$ cat config.mk
export PLATFORM = sky130hd
export DESIGN_NAME = logit_pla_flat
export DESIGN_NICKNAME = d
export VERILOG_FILES = /design/src/rtl/logit_pla_if.sv /design/src/rtl/logit_pla.sv /design/src/flat_wrapper.sv
export SDC_FILE = /design/constraint.sdc
export NUM_CORES = 1
export LEC_CHECK = 0
export BUFFER_PORTS_ARGS = -buffer_cell sky130_fd_sc_hd__buf_4
export CAP_MARGIN = 40
export CORE_ASPECT_RATIO = 2
export CORE_MARGIN = 2
export CORE_UTILIZATION = 45
export DETAILED_ROUTE_END_ITERATION = 10
export GPL_ROUTABILITY_DRIVEN = 0
export PLACE_DENSITY = 0.66
export SLEW_MARGIN = 0
export SYNTH_ARGS = -nofsm -noshare
export SYNTH_HDL_FRONTEND = slang
export SYNTH_SLANG_ARGS = --single-unit
$ cat constraint.sdc
create_clock -name clk -period 2.3 [get_ports clk]
set_input_delay 0.46 -clock clk [delete_from_list [all_inputs] [get_ports clk]]
set_output_delay 0.46 -clock clk [all_outputs]
set_load 0.05 [all_outputs]
$ cat src/rtl/logit_pla_if.sv
// logit_pla_if: streaming bus for the piecewise-linear logit block.
//   in_valid/in_ready/in_data      : probability y in, signed Q4.11
//   out_valid/out_ready/out_data   : recovered x out, signed Q4.11
//   out_sat                        : result was clamped, qualified by out_valid
//   sat_cnt / sat_cnt_clr          : saturation event counter and its clear
// The block under test takes the slave modport; the producer/consumer
// side takes the master modport.
interface logit_pla_if #(
  parameter int DW    = 16,
  parameter int CNT_W = 16
);
  logic                 in_valid;
  logic                 in_ready;
  logic signed [DW-1:0] in_data;
  logic                 out_valid;
  logic                 out_ready;
  logic signed [DW-1:0] out_data;
  logic                 out_sat;
  logic [CNT_W-1:0]     sat_cnt;
  logic                 sat_cnt_clr;

  modport master (
    output in_valid, in_data, out_ready, sat_cnt_clr,
    input  in_ready, out_valid, out_data, out_sat, sat_cnt
  );

  modport slave (
    input  in_valid, in_data, out_ready, sat_cnt_clr,
    output in_ready, out_valid, out_data, out_sat, sat_cnt
  );
endinterface

$ cat src/rtl/logit_pla.sv
// logit_pla: piecewise-linear inverse sigmoid in signed Q4.11 (1.0 = 2048).
// Recovers a pre-activation x from a stored activation y, inverting the
// segmented sigmoid approximation used elsewhere in the datapath.
// Ports:
//   clk  : rising-edge clock
//   rst  : asynchronous active-high reset
//   bus  : logit_pla_if slave modport (valid/ready in and out, out_sat,
//          sat_cnt, sat_cnt_clr)
// Two pipeline stages: S1 classifies y and subtracts the segment offset,
// S2 applies the segment slope (a left shift) or forces saturation.
module logit_pla #(
  parameter int DW    = 16,
  parameter int CNT_W = 16
) (
  input logic         clk,
  input logic         rst,
  logit_pla_if.slave  bus
);

  // Segment codes ordered from most negative y to most positive y.
  typedef enum logic [2:0] {
    SEG_LO,  // y <= 0          : x = -10240, saturated
    SEG_E,   // 0 < y < 160     : x = 32*(y-320)
    SEG_D,   // 160 <= y < 512  : x = 8*(y-768)
    SEG_C,   // 512 <= y <= 1536: x = 4*(y-1024)
    SEG_B,   // 1536 < y <= 1888: x = 8*(y-1280)
    SEG_A,   // 1888 < y < 2048 : x = 32*(y-1728)
    SEG_HI   // y >= 2048       : x = +10240, saturated
  } seg_t;

  localparam logic signed [DW-1:0] SAT_POS = 16'sd10240;
  localparam logic signed [DW-1:0] SAT_NEG = -16'sd10240;

  logic signed [DW-1:0] y;
  seg_t                 seg_next;
  logic signed [16:0]   offset;
  logic signed [16:0]   d_next;

  seg_t                 s1_seg;
  logic signed [16:0]   s1_d;
  logic                 s1_valid;

  logic signed [20:0]   x_wide;
  logic signed [DW-1:0] x_next;
  logic                 sat_next;

  logic                 s2_adv;
  logic                 in_fire;
  logic                 out_fire;

  assign y        = bus.in_data;
  assign s2_adv   = !bus.out_valid || bus.out_ready;
  assign bus.in_ready = !s1_valid || s2_adv;
  assign in_fire  = bus.in_valid && bus.in_ready;
  assign out_fire = bus.out_valid && bus.out_ready;

  // Classify y with full signed compares so that negative inputs fall
  // straight into the low saturation segment instead of aliasing upward.
  always_comb begin
    seg_next = SEG_LO;
    offset   = 17'sd0;
    if (y >= 16'sd2048) begin
      seg_next = SEG_HI;
    end else if (y > 16'sd1888) begin
      seg_next = SEG_A;
      offset   = 17'sd1728;
    end else if (y > 16'sd1536) begin
      seg_next = SEG_B;
      offset   = 17'sd1280;
    end else if (y >= 16'sd512) begin
      seg_next = SEG_C;
      offset   = 17'sd1024;
    end else if (y >= 16'sd160) begin
      seg_next = SEG_D;
      offset   = 17'sd768;
    end else if (y > 16'sd0) begin
      seg_next = SEG_E;
      offset   = 17'sd320;
    end
    d_next = 17'(y) - offset;
  end

  // Stage S1 holds its item until S2 can take it; it reloads whenever it
  // is empty or draining into S2 this cycle.
  always_ff @(posedge clk or posedge rst) begin
    if (rst) begin
      s1_valid <= 1'b0;
      s1_seg   <= SEG_LO;
      s1_d     <= 17'sd0;
    end else if (bus.in_ready) begin
      s1_valid <= bus.in_valid;
      if (in_fire) begin
        s1_seg <= seg_next;
        s1_d   <= d_next;
      end
    end
  end

  // Apply the segment slope. The shift is done at 21 bits; the segment
  // table keeps every non-saturated result inside the 16-bit range, so
  // dropping the top bits is lossless.
  always_comb begin
    x_wide   = 21'sd0;
    sat_next = 1'b0;
    case (s1_seg)
      SEG_A, SEG_E: x_wide = 21'(s1_d) <<< 5;
      SEG_B, SEG_D: x_wide = 21'(s1_d) <<< 3;
      SEG_C:        x_wide = 21'(s1_d) <<< 2;
      SEG_HI: begin
        x_wide   = 21'(SAT_POS);
        sat_next = 1'b1;
      end
      default: begin
        x_wide   = 21'(SAT_NEG);
        sat_next = 1'b1;
      end
    endcase
    x_next = x_wide[DW-1:0];
  end

  // Stage S2 is the output register; it only moves when the consumer
  // has taken the current word (or there is none), which keeps out_data
  // and out_sat frozen during a stall.
  always_ff @(posedge clk or posedge rst) begin
    if (rst) begin
      bus.out_valid <= 1'b0;
      bus.out_data  <= '0;
      bus.out_sat   <= 1'b0;
    end else if (s2_adv) begin
      bus.out_valid <= s1_valid;
      if (s1_valid) begin
        bus.out_data <= x_next;
        bus.out_sat  <= sat_next;
      end
    end
  end

  // Count delivered saturated results. Clear wins over a same-cycle
  // increment, and the count sticks at all-ones rather than wrapping.
  always_ff @(posedge clk or posedge rst) begin
    if (rst) begin
      bus.sat_cnt <= '0;
    end else if (bus.sat_cnt_clr) begin
      bus.sat_cnt <= '0;
    end else if (out_fire && bus.out_sat && !(&bus.sat_cnt)) begin
      bus.sat_cnt <= bus.sat_cnt + 1'b1;
    end
  end

endmodule

$ cat src/flat_wrapper.sv
// flat-port wrapper written by rule: the top's interface ports become plain ports
module logit_pla_flat 
#(
  parameter int DW    = 16,
  parameter int CNT_W = 16
)
  (clk, rst, bus_in_valid, bus_in_data, bus_out_ready, bus_sat_cnt_clr, bus_in_ready, bus_out_valid, bus_out_data, bus_out_sat, bus_sat_cnt);
  logit_pla_if #(.DW(DW), .CNT_W(CNT_W)) bus_i ();
  input logic clk;
  input logic rst;
  input wire logic [$bits(bus_i.in_valid)-1:0] bus_in_valid;
  input wire logic [$bits(bus_i.in_data)-1:0] bus_in_data;
  input wire logic [$bits(bus_i.out_ready)-1:0] bus_out_ready;
  input wire logic [$bits(bus_i.sat_cnt_clr)-1:0] bus_sat_cnt_clr;
  output wire logic [$bits(bus_i.in_ready)-1:0] bus_in_ready;
  output wire logic [$bits(bus_i.out_valid)-1:0] bus_out_valid;
  output wire logic [$bits(bus_i.out_data)-1:0] bus_out_data;
  output wire logic [$bits(bus_i.out_sat)-1:0] bus_out_sat;
  output wire logic [$bits(bus_i.sat_cnt)-1:0] bus_sat_cnt;
  assign bus_i.in_valid = bus_in_valid;
  assign bus_i.in_data = bus_in_data;
  assign bus_i.out_ready = bus_out_ready;
  assign bus_i.sat_cnt_clr = bus_sat_cnt_clr;
  assign bus_in_ready = bus_i.in_ready;
  assign bus_out_valid = bus_i.out_valid;
  assign bus_out_data = bus_i.out_data;
  assign bus_out_sat = bus_i.out_sat;
  assign bus_sat_cnt = bus_i.sat_cnt;
  logit_pla #(.DW(DW), .CNT_W(CNT_W)) u_core (.clk(clk), .rst(rst), .bus(bus_i));
endmodule
==> results.md <==
* # hold bufs at CTS at 0
* Pwr dens at 731 nW/um^2
* Die area at 7290 um^2
* Count of different cell masters after synthesis at 54
* Final Hold Fails at 0
* Die height at around 120 um
* Die width at a little over 60 um
* Most frequent cells after synthesis: nand2_1 (54), dfrtp_1 (50), nor2_1 (37), o21ai_0 (31), a21oi_1 (22)
* DR iter-0 viols at 200
* Mapped Area at slightly below 3000 um^2
* H-tree levels at 2
* GRT Total Usage at 0.229
* Wire per inst at 14.1 um
* DP Area at 3750 um^2
* Clock latency on the worst-skew pair at 0.29 ns
* Setup crit start kind: primary input
* Largest net degree at the start of global routing at 24
* I/O Buffers at 53
* Sequential area share after synthesis at 0.422
* Worst hold-check path type: in2async
* Core Region at between 6000 and 7000 um^2
* DRT antenna net count at 0
* Cells after DPL at 517
* Setup violations, final at 6
* F_max at 0.374 GHz
* Number of enable flip-flop cells after synthesis at 0
* Post-DP HPWL at 5930 um
* Synth Instances at 351
* Yosys warnings at 0
* Critical Path RT at about 2.5 ns
* Crit path kind: in2reg
* Final period utilization at 1.16
* Clock slew at reported path FFs at about 0.070 ns
* DRT Pass-1 Iters at 5
* Max Cap Violations at 0
* Leak Pwr at 0.00188 uW
* Overflow after GRT at 0
* WP data arrival at 2.89 ns
* Clock buffer depth at 2
* Worst Skew at 0.00767 ns
* Worst-path fanout max at 4
* Row cnt at 41
* Crit path time final at 2.67 ns
* Drt total wl at ~7500 um
* Drc violations at 0
* Vias in the first global route at 2843
* Total CTS buffers at 5
* Outcome: finished with violations
* Slowest stage cell, crit path: or4_4
* Synth top area share at 0.422
* Initial antenna violation count at 0
* Cell Chain, Critical Path: buf_6, or4_4, nor4_4, nand3b_1, o21ai_2, ha_2, inv_2, fa_2, a21o_1, a21oi_2, o21ai_1, xor2_1, o21ai_1
* Max Slew Vio Count at 0
* CTS tree: built
* Main combinational cell family by area after synthesis: simple AND/OR/NAND/NOR gates
* Post-DR vias/cell at between 5 and 6
* Clock sink total at 50
* Synth Area in Adders at 0.0388
* Fin area at 4050 um^2
* Async SR Flop Fraction at 1.00
* Starting Density at 0.466
* Largest stage delay, worst path at 0.57 ns
* Synth area leader: dfrtp_1
* IO Count at 56
* Post-layout net count at 472
* Ys flop type: dfrtp_1
* Max rail drop VDD at 0.351 mV
* Top-count cell post-synth: nand2_1
* Synth Area in XOR/XNOR at 0.0473
* RSZ-0062 raised after global routing: true
* Register bit total from synthesis at 50
* Crit. End Element: register
* CP dominant cell by count: o21ai_1
* Worst setup margin at -0.371 ns
* Slew margin rel. at 0.651
* N_diodes at 0
* Post-Synth Simple-Gate Area at 0.269
* Worst-Margin Slew at around 0.52 ns
* Global-route wire length before repair at 12600 um
* Post-route insts no fill at between 500 and 600
* Violated checks: negative setup slack
* Mux share of post-synthesis cell area at 0.00380
* Syn Area/Cell at between 8 and 9 um^2
* Share of layout cells above drive strength 1 at 0.312
* Post-synthesis compound-gate area fraction at 0.171
* DR vias at between 2000 and 3000
* Synth area leaders: dfrtp_1 (42%), nand2_1 (6.8%), o21ai_0 (5.2%)
* Final core occ at 0.636
* Clk root buf: clkbuf_16
* Area grow syn2layout at 36.5%
## logic make-up after synthesis
family	Yosys count
and+or+nand+nor	158
xor gates and xnor gates	16
other	1
muxes	1
AOI/OAI and AO/OA	83
adders and majority gates	9
buffers and inverters	33
DFF	50
## layout by cell type, fill, tap and decap left out, types with 3 or more instances in the layout
cell / instances
a21o_1: 4
a21oi_1: 20
and2_1: 3
and3_1: 3
buf_4: 99
buf_6: 4
clkbuf_16: 5
dfrtp_1: 50
ha_1: 5
inv_1: 13
nand2_1: 54
nand2b_1: 6
nand3_1: 15
nand3b_1: 3
nand4_1: 6
nor2_1: 37
nor2b_1: 5
nor3_1: 6
o21ai_0: 25
o21ai_1: 6
o21ai_2: 3
o22a_1: 3
o22ai_1: 4
o31ai_2: 3
xnor2_1: 4
xor2_1: 10
## power by group
part	switching, uW	total (uW)	internal, uW
registers	115	1110	991
clock network	320	972	653
logic	549	881	332
total	984	2960	1980
## per-layer routing
layer | GRT usage | vias to the layer above | part of all wire
li1 | - | 1396 | -
met1 | 0.209 | 1348 | 0.33
met2 | 0.441 | 78 | 0.60
met3 | 0.0361 | 17 | 0.031
met4 | 0.113 | 0 | 0.034
met5 | 0 | - | 0
## repair_timing
item,CTS,global route
gates resized for setup,8,4
setup buffers,9,2
setup endpoints to repair,6,8
pin swaps,6,8
## sequential cells by signal (all words and copies together), names as in the netlist
name,cells
u_core.s1_valid,1
u_core.bus.out_data,14
u_core.s1_d,14
u_core.bus.out_sat,1
u_core.bus.sat_cnt,16
u_core.s1_seg,3
u_core.bus.out_valid,1
## final timing paths
kind | startpoint | endpoint | slack (ns) | cells past startpoint
setup / recovery | bus_in_data[12] | u_core.s1_d[12] | -0.37 | 13
max in group asynchronous | rst | u_core.s1_d[3] | 1.62 | 3
min in group clk | bus_in_valid | u_core.s1_valid | 0.37 | 2
hold reg to reg | u_core.bus.out_data[2] | u_core.bus.out_data[2] | 0.48 | 2
hold / removal | rst | u_core.bus.sat_cnt[11] | 0.09 | 2
setup reg to reg | u_core.bus.sat_cnt[0] | u_core.bus.sat_cnt[2] | 0.36 | 5
## worst max-delay path: cells and delay by family
family	cells	cell delay, ns
buffers and inverters	2	0.13
xor gates and xnor gates	1	0.15
adders and majority gates	2	0.53
AOI/OAI and AO/OA	5	0.71
and+or+nand+nor	3	0.92
## cell type report
type,count,area (um^2)
clock buffer,6,139
inverter,15,56.3
timing repair buffer,103,788
clock inverter,2,60.1
multi-input combinational,269,1650
tap,86,108
sequential,50,1250
fill,592,2310
## stage by stage
stage | hold WS (ns) | TNS [ns] | worst slack (ns) | power, uW
5_1_grt | 0.109 | -1.91 | -0.471 | 3120
3_3_place_gp | 0.422 | -3.16 | -0.624 | 1970
2_1_floorplan | 0.471 | -1.51 | -0.492 | 1680
6_report | 0.0933 | -1.25 | -0.371 | 2960
4_1_cts | 0.0986 | -1.30 | -0.316 | 2970
3_5_place_dp | 0.418 | -3.38 | -0.675 | 1990
Power figures use the tool's default switching activity.
